<file path="config.mk">
export PLATFORM = sky130hd
export DESIGN_NAME = irq_prio_encoder_flat
export DESIGN_NICKNAME = d
export VERILOG_FILES = /design/src/rtl/irq_prio_encoder_if.sv /design/src/rtl/irq_prio_encoder.sv /design/src/flat_wrapper.sv
export SDC_FILE = /design/constraint.sdc
export NUM_CORES = 1
export LEC_CHECK = 0
export BUFFER_PORTS_ARGS = -buffer_cell sky130_fd_sc_hd__buf_2
export CORE_ASPECT_RATIO = 0.8
export CORE_MARGIN = 2
export CORE_UTILIZATION = 30
export CTS_BUF_LIST = sky130_fd_sc_hd__clkbuf_4 sky130_fd_sc_hd__clkbuf_8
export DETAILED_ROUTE_END_ITERATION = 8
export GPL_ROUTABILITY_DRIVEN = 0
export REMOVE_ABC_BUFFERS = 1
export SYNTH_ARGS = -nofsm -noshare
export SYNTH_HDL_FRONTEND = slang
export SYNTH_SLANG_ARGS = --single-unit
</file>
<file path="constraint.sdc">
create_clock -name CLK -period 1.6 [get_ports CLK]
set_clock_uncertainty 0.1 [all_clocks]
set_input_delay 0 -clock CLK [delete_from_list [all_inputs] [get_ports CLK]]
set_output_delay 0 -clock CLK [all_outputs]
set_load 0.1 [all_outputs]
</file>
<file path="src/rtl/irq_prio_encoder_if.sv">
// ---------------------------------------------------------------------------
// irq_prio_encoder_if
// Request/grant bundle for irq_prio_encoder.
//   S    : enable, active-high (driven by requester side)
//   NI   : N active-low request lines, synchronous to the encoder clock
//   ACK  : grant acknowledge, active-high
//   Y    : active-low grant code (all ones while no grant is valid)
//   VLD  : grant valid, active-high
//   YS   : active-low "enabled, nothing pending" (cascade enable-out)
//   YEX  : active-low "enabled, something pending" (group select)
//   PEND : pending vector, active-high (debug)
// Modports: master = requester/host side, slave = encoder side.
// ---------------------------------------------------------------------------
interface irq_prio_encoder_if #(
  parameter int N = 8,
  parameter int W = (N > 2) ? $clog2(N) : 1
);
  logic         S;
  logic [N-1:0] NI;
  logic         ACK;
  logic [W-1:0] Y;
  logic         VLD;
  logic         YS;
  logic         YEX;
  logic [N-1:0] PEND;

  modport master (
    output S, NI, ACK,
    input  Y, VLD, YS, YEX, PEND
  );

  modport slave (
    input  S, NI, ACK,
    output Y, VLD, YS, YEX, PEND
  );
endinterface

</file>
<file path="src/rtl/irq_prio_encoder.sv">
// ---------------------------------------------------------------------------
// irq_prio_encoder
// Registered, parametrised priority encoder in the spirit of the 74148.
// Falling edges on the active-low request lines are captured into a pending
// register; an IDLE/GRANT FSM arbitrates among pending channels (fixed
// priority with index N-1 highest, or round-robin) and presents the winner
// as an active-low code under a VLD/ACK handshake. YS/YEX keep the 148-style
// cascade behaviour so several encoders can still be chained.
// Ports:
//   CLK  : clock, all state on the rising edge
//   NRST : asynchronous active-low reset
//   bus  : irq_prio_encoder_if.slave (S, NI, ACK in; Y, VLD, YS, YEX, PEND out)
// Parameters:
//   N  : number of request channels (>= 2)
//   RR : 0 = fixed priority, 1 = round-robin
// ---------------------------------------------------------------------------
module irq_prio_encoder #(
  parameter int N  = 8,
  parameter int RR = 0
) (
  input  logic                 CLK,
  input  logic                 NRST,
  irq_prio_encoder_if.slave    bus
);

  localparam int W = (N > 2) ? $clog2(N) : 1;

  typedef enum logic {IDLE, GRANT} state_t;

  state_t       state_q,   state_d;
  logic [N-1:0] pending_q, pending_d;
  logic [N-1:0] ni_prev_q, ni_prev_d;
  logic [W-1:0] grant_q,   grant_d;
  logic [W-1:0] ptr_q,     ptr_d;
  logic         arm_q,     arm_d;

  logic [N-1:0] set_mask;
  logic [N-1:0] clr_mask;
  logic [W-1:0] winner;
  logic         vld;

  // Highest set index wins.
  function automatic logic [W-1:0] pick_fixed(input logic [N-1:0] req);
    pick_fixed = '0;
    for (int i = 0; i < N; i++) begin
      if (req[i]) pick_fixed = W'(i);
    end
  endfunction

  // Search downward from start, wrapping N-1 -> 0; first set bit wins.
  function automatic logic [W-1:0] pick_rr(input logic [N-1:0] req,
                                           input logic [W-1:0] start);
    logic found;
    int   idx;
    pick_rr = '0;
    found   = 1'b0;
    for (int k = 0; k < N; k++) begin
      idx = (int'(start) - k + N) % N;
      if (!found && req[idx]) begin
        pick_rr = W'(idx);
        found   = 1'b1;
      end
    end
  endfunction

  always_comb begin
    winner = (RR != 0) ? pick_rr(pending_q, ptr_q) : pick_fixed(pending_q);
  end

  // arm_q blocks capture on the first edge after reset release, so lines that
  // were already low while in reset are only resampled, not seen as edges.
  always_comb begin
    arm_d     = 1'b1;
    ni_prev_d = bus.NI;
    set_mask  = (bus.S && arm_q) ? (ni_prev_q & ~bus.NI) : '0;
  end

  always_comb begin
    state_d  = state_q;
    grant_d  = grant_q;
    ptr_d    = ptr_q;
    clr_mask = '0;
    case (state_q)
      IDLE: begin
        if (bus.S && (pending_q != '0)) begin
          grant_d = winner;
          ptr_d   = (winner == '0) ? W'(N - 1) : winner - W'(1);
          state_d = GRANT;
        end
      end
      GRANT: begin
        // Losing enable aborts the grant but keeps the request pending.
        if (!bus.S) begin
          state_d = IDLE;
        end else if (bus.ACK) begin
          clr_mask[grant_q] = 1'b1;
          state_d           = IDLE;
        end
      end
      default: state_d = IDLE;
    endcase
    // Set is applied after clear so a coincident new edge survives the ACK.
    pending_d = (pending_q & ~clr_mask) | set_mask;
  end

  always_ff @(posedge CLK or negedge NRST) begin
    if (!NRST) begin
      state_q   <= IDLE;
      pending_q <= '0;
      ni_prev_q <= '1;
      grant_q   <= '0;
      ptr_q     <= W'(N - 1);
      arm_q     <= 1'b0;
    end else begin
      state_q   <= state_d;
      pending_q <= pending_d;
      ni_prev_q <= ni_prev_d;
      grant_q   <= grant_d;
      ptr_q     <= ptr_d;
      arm_q     <= arm_d;
    end
  end

  assign vld      = (state_q == GRANT);
  assign bus.VLD  = vld;
  assign bus.Y    = vld ? ~grant_q : '1;
  assign bus.YEX  = ~(bus.S & (|pending_q));
  assign bus.YS   = ~(bus.S & ~(|pending_q));
  assign bus.PEND = pending_q;

endmodule

</file>
<file path="src/flat_wrapper.sv">
// flat-port wrapper written by rule: the top's interface ports become plain ports
module irq_prio_encoder_flat 
#(
  parameter int N  = 8,
  parameter int RR = 0
)
  (CLK, NRST, bus_S, bus_NI, bus_ACK, bus_Y, bus_VLD, bus_YS, bus_YEX, bus_PEND);
  irq_prio_encoder_if #(.N(N)) bus_i ();
  input  logic CLK;
  input  logic NRST;
  input wire logic [$bits(bus_i.S)-1:0] bus_S;
  input wire logic [$bits(bus_i.NI)-1:0] bus_NI;
  input wire logic [$bits(bus_i.ACK)-1:0] bus_ACK;
  output wire logic [$bits(bus_i.Y)-1:0] bus_Y;
  output wire logic [$bits(bus_i.VLD)-1:0] bus_VLD;
  output wire logic [$bits(bus_i.YS)-1:0] bus_YS;
  output wire logic [$bits(bus_i.YEX)-1:0] bus_YEX;
  output wire logic [$bits(bus_i.PEND)-1:0] bus_PEND;
  assign bus_i.S = bus_S;
  assign bus_i.NI = bus_NI;
  assign bus_i.ACK = bus_ACK;
  assign bus_Y = bus_i.Y;
  assign bus_VLD = bus_i.VLD;
  assign bus_YS = bus_i.YS;
  assign bus_YEX = bus_i.YEX;
  assign bus_PEND = bus_i.PEND;
  irq_prio_encoder #(.N(N), .RR(RR)) u_core (.CLK(CLK), .NRST(NRST), .bus(bus_i));
endmodule
</file>
Yosys cells after proc, flatten, opt, wreduce, memory -nomap -nowiden
Index checks and enable logic that the tools add are counted.
{ "totals": {"wordCells": 43, "out_inout_bits": 14, "inputBits": 12, "ff_bits": 21} }
{ "op_classes": {"n_mux": 18, "n_lt_le_gt_ge": 2, "n_reduce_logical": 6, "n_bitwise": 12} }
{ "ops": {"columns": ["operator", "n"], "rows": [
  ["$mux 8", 4],
  ["$and 8x8->8", 2],
  ["$not 8->8", 2],
  ["$mux 3", 5],
  ["$or 8x8->8", 1],
  ["$reduce_bool 8->1", 1],
  ["$reduce_or 8->1", 1],
  ["$mux 1", 5],
  ["$lt 3x4->1 const B", 1],
  ["$mux 2", 2],
  ["$not 1->1", 4],
  ["$demux 1 s3", 1],
  ["$ge 3x1->1 const B", 1],
  ["$logic_and 1x1->1", 3],
  ["$not 3->3", 1],
  ["$and 1x1->1", 2],
  ["$pmux 1 s2", 1],
  ["$reduce_and 2->1", 1]
]} }

Depth between registers and ports, before layout
{ "logic_depth": {"word_depth": 10, "mapped_depth": 4} }

Worst setup path before layout
Ideal clock, no wire load.
{ "synth_path": {"kind": "register -> register", "from": "register u_core.pending_q[4] (netlist: u_core.bus.PEND[4])", "to": "register u_core.grant_q[1]", "required_ps": 1375, "setup_time_ps": 125, "stages_incl_launch_ff": 5, "arrival_ps": 2514, "slack_ps": -1139, "synth_period_minus_slack_ps": 2739, "cell_sequence": "dfrtp_1 > or4_4 > o21ai_4 > nor2_2 > mux2_4"} }
{ "synth_between": {"elab_chain_cells": 4} }
{ "synth_lines": {"columns": ["item", "line_no", "text"], "rows": [
  ["start, declared", "irq_prio_encoder.sv:31", "logic [N-1:0] pending_q, pending_d;"],
  ["start signal, assigned", "irq_prio_encoder.sv:116", "pending_q <= pending_d;"],
  ["$mux 3 (4 in series)", "irq_prio_encoder.sv:46", "if (req[i]) pick_fixed = W'(i);"],
  ["end signal, assigned", "irq_prio_encoder.sv:118", "grant_q <= grant_d;"],
  ["end, declared", "irq_prio_encoder.sv:33", "logic [W-1:0] grant_q, grant_d;"]
]} }
Several ways; a longest one is shown, not always the timed one.
A chain may end at the register's enable or synchronous reset.

Worst setup path in the final report
{ "layout_path": {"from": "register u_core.pending_q[2] (netlist: u_core.bus.PEND[2])", "to": "output bus_YS"} }
{ "layout_between": {"elab_chain_cells": 4} }
{ "layout_lines": {"columns": ["item", "line_no", "text"], "rows": [
  ["$reduce_or 8->1", "irq_prio_encoder.sv:128", "assign bus.YS = ~(bus.S & ~(|pending_q));"],
  ["$not 1->1", "irq_prio_encoder.sv:128", null],
  ["$and 1x1->1", "irq_prio_encoder.sv:128", null],
  ["$not 1->1", "irq_prio_encoder.sv:128", null],
  ["end, declared", "flat_wrapper.sv:16", "output wire logic [$bits(bus_i.YS)-1:0] bus_YS;"]
]} }
No other way between the ends.

==> summary.txt <==
Outcome
  • Status: complete, but fails checks
  • Failing checks: negative setup slack

Floorplan
  • Die area: between 0.003 and 0.004 mm²
  • Starting density of the core: 31.7%
  • Core Footprint: about 0.0028 mm²
  • # rows: 17
  • Width of the die: about 64 µm
  • # IOs: 26
  • Die Y: 52.4 µm

Timing
  • Endpoints failing hold: 0
  • RSZ-0062 raised after global routing: yes
  • Final Max Tran Viols: 0
  • Fin worst setup slack: -0.230 ns
  • Hold slack final: 0.0754 ns
  • Tcrit/Tclk final: 114%
  • Minimum clock period after layout: ~1.8 ns
  • Fmax achieved: 546 MHz
  • # setup viols final: 6

Global routing
  • Gr busiest metal: met2
  • M2 GR Usage: roughly a quarter
  • Number of antenna violations at the first check in global routing: 0
  • Met3 Use GR: between 3 and 4%
  • First-pass GRT wire length: approximately 3600 µm
  • Grt met1 use: between 15 and 20%
  • Vias in the first global route: ~800
  • Total grt overflow: 0
  • Largest net degree at the start of global routing: 22
  • GRT Total Usage: between 10% and 20%

Synth
  • Synthesized area: 877 µm²
  • FF+latch count, synth: 21
  • Mean post-synth cell area: roughly 12 µm²
  • Syn. warnings: 0
  • Post-synthesis cell count: 75
  • Sequential area share after synthesis: 61.1%
  • Distinct cells, synth: 18

Setup path
  • Crit Path Max Fanout: 2
  • Crit Reg-Reg Startpoint: u_core.bus.PEND[4]$_DFF_PN0_
  • Critical Path Start: u_core.bus.PEND[2]$_DFF_PN0_
  • Worst reg2reg endpoint: u_core.bus.VLD$_DFF_PN0_
  • Worst endpoint data arrival time: ~1.7 ns
  • CP Data Required Time: 1.50 ns
  • FF-to-FF path depth: 5
  • CP Depth: 5
  • Buf/Inv on CP: 2
  • Setup crit end: bus_YS
  • R2R setup slack: -0.21 ns
  • Startpoint Class: flop
  • CP Capture Type: primary output
  • Crit path cell chain: or4_4, buf_6, nor2_4, nand2_2, buf_12
  • Crit Path Category: flop to primary output
  • Largest stage delay on the critical path: between 0.5 and 0.6 ns
  • CP max stage cell: or4_4
  • CP top delay family: simple AND/OR/NAND/NOR gates

Clocking
  • Num CTS Buffers: 3
  • H-Tree Depth: 1
  • CTS tree: done
  • Clk sinks: 21
  • CTS clock-pin slew for the worst setup and hold paths: 0.12 ns
  • Clk buf depth: 2
  • Clk_lat worst skew: 0.30 ns
  • Root buf cell: clkbuf_4

Placed design
  • Setup WS pre-CTS: -0.105 ns
  • # port buffers: 25
  • Dpl hpwl: between 1000 and 1500 µm

Cells and area
  • Most common cell after layout, fill and taps aside: buf_2
  • Antenna Cells: 0
  • Area growth syn-to-layout: 55.2%
  • Share of cells above drive strength 1: around 47%
  • Most frequent cells in the layout: buf_2 (23), o21ai_0 (14), dfrtp_1 (13)
  • Layout Nets: 142

Min path
  • Worst Hold Class: input port to async pin

Pwr
  • Tot Pwr: roughly 1.9 mW
  • Maximum vdd drop: around 630 µV
  • Pwr per Cell Area: 1400 mW/mm²
  • Static leakage: between 0.5 and 0.6 nW

Detailed routing
  • # DRC: 0
  • Final WL: 2150 µm
  • Initial DRC count: 3
  • DRT antenna net count: 0
  • Average routed wire per standard cell: around 13 µm
  • Drt pass-1 iters: 4
  • Vias: ~800
  • Via density: roughly 4.7

Flow run
  • Max Cap Viol: 0
## routing by layer
layer / up-vias / wire length, µm
li1: 368 / -
met1: 387 / 963
met2: 20 / 1090
met3: 2 / 83
met4: 0 / 13
met5: - / 0
## worst register-to-register path: cells and delay by family (launching register included)
kind            cells  cell delay, ns
simple gates        1            0.56
flops               1            0.40
buf+inv             3            0.36
compound gates      1            0.28
## synthesized netlist by cell type
| cell | number | share of area (%) |
|---|---|---|
| a21oi_1 | 2 | 1.1 |
| buf_2 | 1 | 0.57 |
| conb_1 | 1 | 0.43 |
| dfrtp_1 | 13 | 37 |
| dfstp_2 | 8 | 24 |
| inv_1 | 2 | 0.86 |
| mux2_4 | 3 | 5.1 |
| nand2_1 | 7 | 3.0 |
| nand2b_1 | 10 | 7.1 |
| nand4_1 | 1 | 0.71 |
| nand4b_1 | 1 | 1.0 |
| nor2_1 | 3 | 1.3 |
| nor2_2 | 1 | 0.71 |
| o21ai_0 | 14 | 8.0 |
| o21ai_4 | 1 | 1.9 |
| o311a_1 | 1 | 1.1 |
| o31ai_1 | 4 | 3.4 |
| or4_4 | 2 | 2.6 |
## metrics by stage
step	setup TNS, ns	instances	cell area (µm²)	util, %
floorplan	-7.79	74	872	-
global placement	-0.232	148	1140	41.3
detailed placement	-0.342	148	1140	41.3
CTS	-1.27	167	1360	49.1
global route	-1.54	167	1360	49.2
finish	-1.29	167	1360	49.2
## power breakdown
group          internal, mW  leakage [nW]  switching (mW)
Combinational         0.245         0.345           0.696
Clock                 0.114        0.0184           0.155
Sequential            0.625         0.215          0.0752
## worst min-delay path by stage
| stage | cells past startpoint | start | slack [ns] | end |
|---|---|---|---|---|
| finish | 2 | NRST | 0.08 | u_core.bus.PEND[5]$_DFF_PN0_ |
| global placement | 1 | NRST | -0.13 | u_core.bus.PEND[5]$_DFF_PN0_ |
| floorplan | 0 | NRST | -0.40 | u_core.arm_q$_DFF_PN0_ |
| detailed placement | 1 | NRST | -0.11 | u_core.bus.PEND[0]$_DFF_PN0_ |
| CTS | 2 | NRST | 0.08 | u_core.bus.PEND[5]$_DFF_PN0_ |
| global route | 2 | NRST | 0.10 | u_core.bus.PEND[5]$_DFF_PN0_ |
## logic make-up after synthesis
family / Yosys count / synth area share [%]
multiplexers: 3 / 5.14
other: 1 / 0.428
buffers and inverters: 3 / 1.43
AND/OR/NAND/NOR: 25 / 16.4
flip-flops: 21 / 61.1
AO/OA/AOI/OAI: 22 / 15.6
## repair_timing
item,4_1_cts,5_1_grt
gates resized for setup,12,1
endpoints found under the setup margin,6,6
pin swaps,3,3
hold endpoints to repair,38,0
setup buffers,4,0
hold buffers,11,0
## state kept, by name, indices dropped and copies added, names as in the netlist
register and cells:
u_core.arm_q 1, u_core.ni_prev_q 8, u_core.bus.VLD 1, u_core.bus.PEND 8, u_core.grant_q 3
## cell type report
cell class	instances	area [µm²]
tap	38	47.5
timing repair buffer	51	397
clock buffer	4	30.0
fill	275	1400
inverter	2	7.51
multi-input combinational	51	344
sequential	21	536
Note: power is estimated with default switching activity, not from simulation.
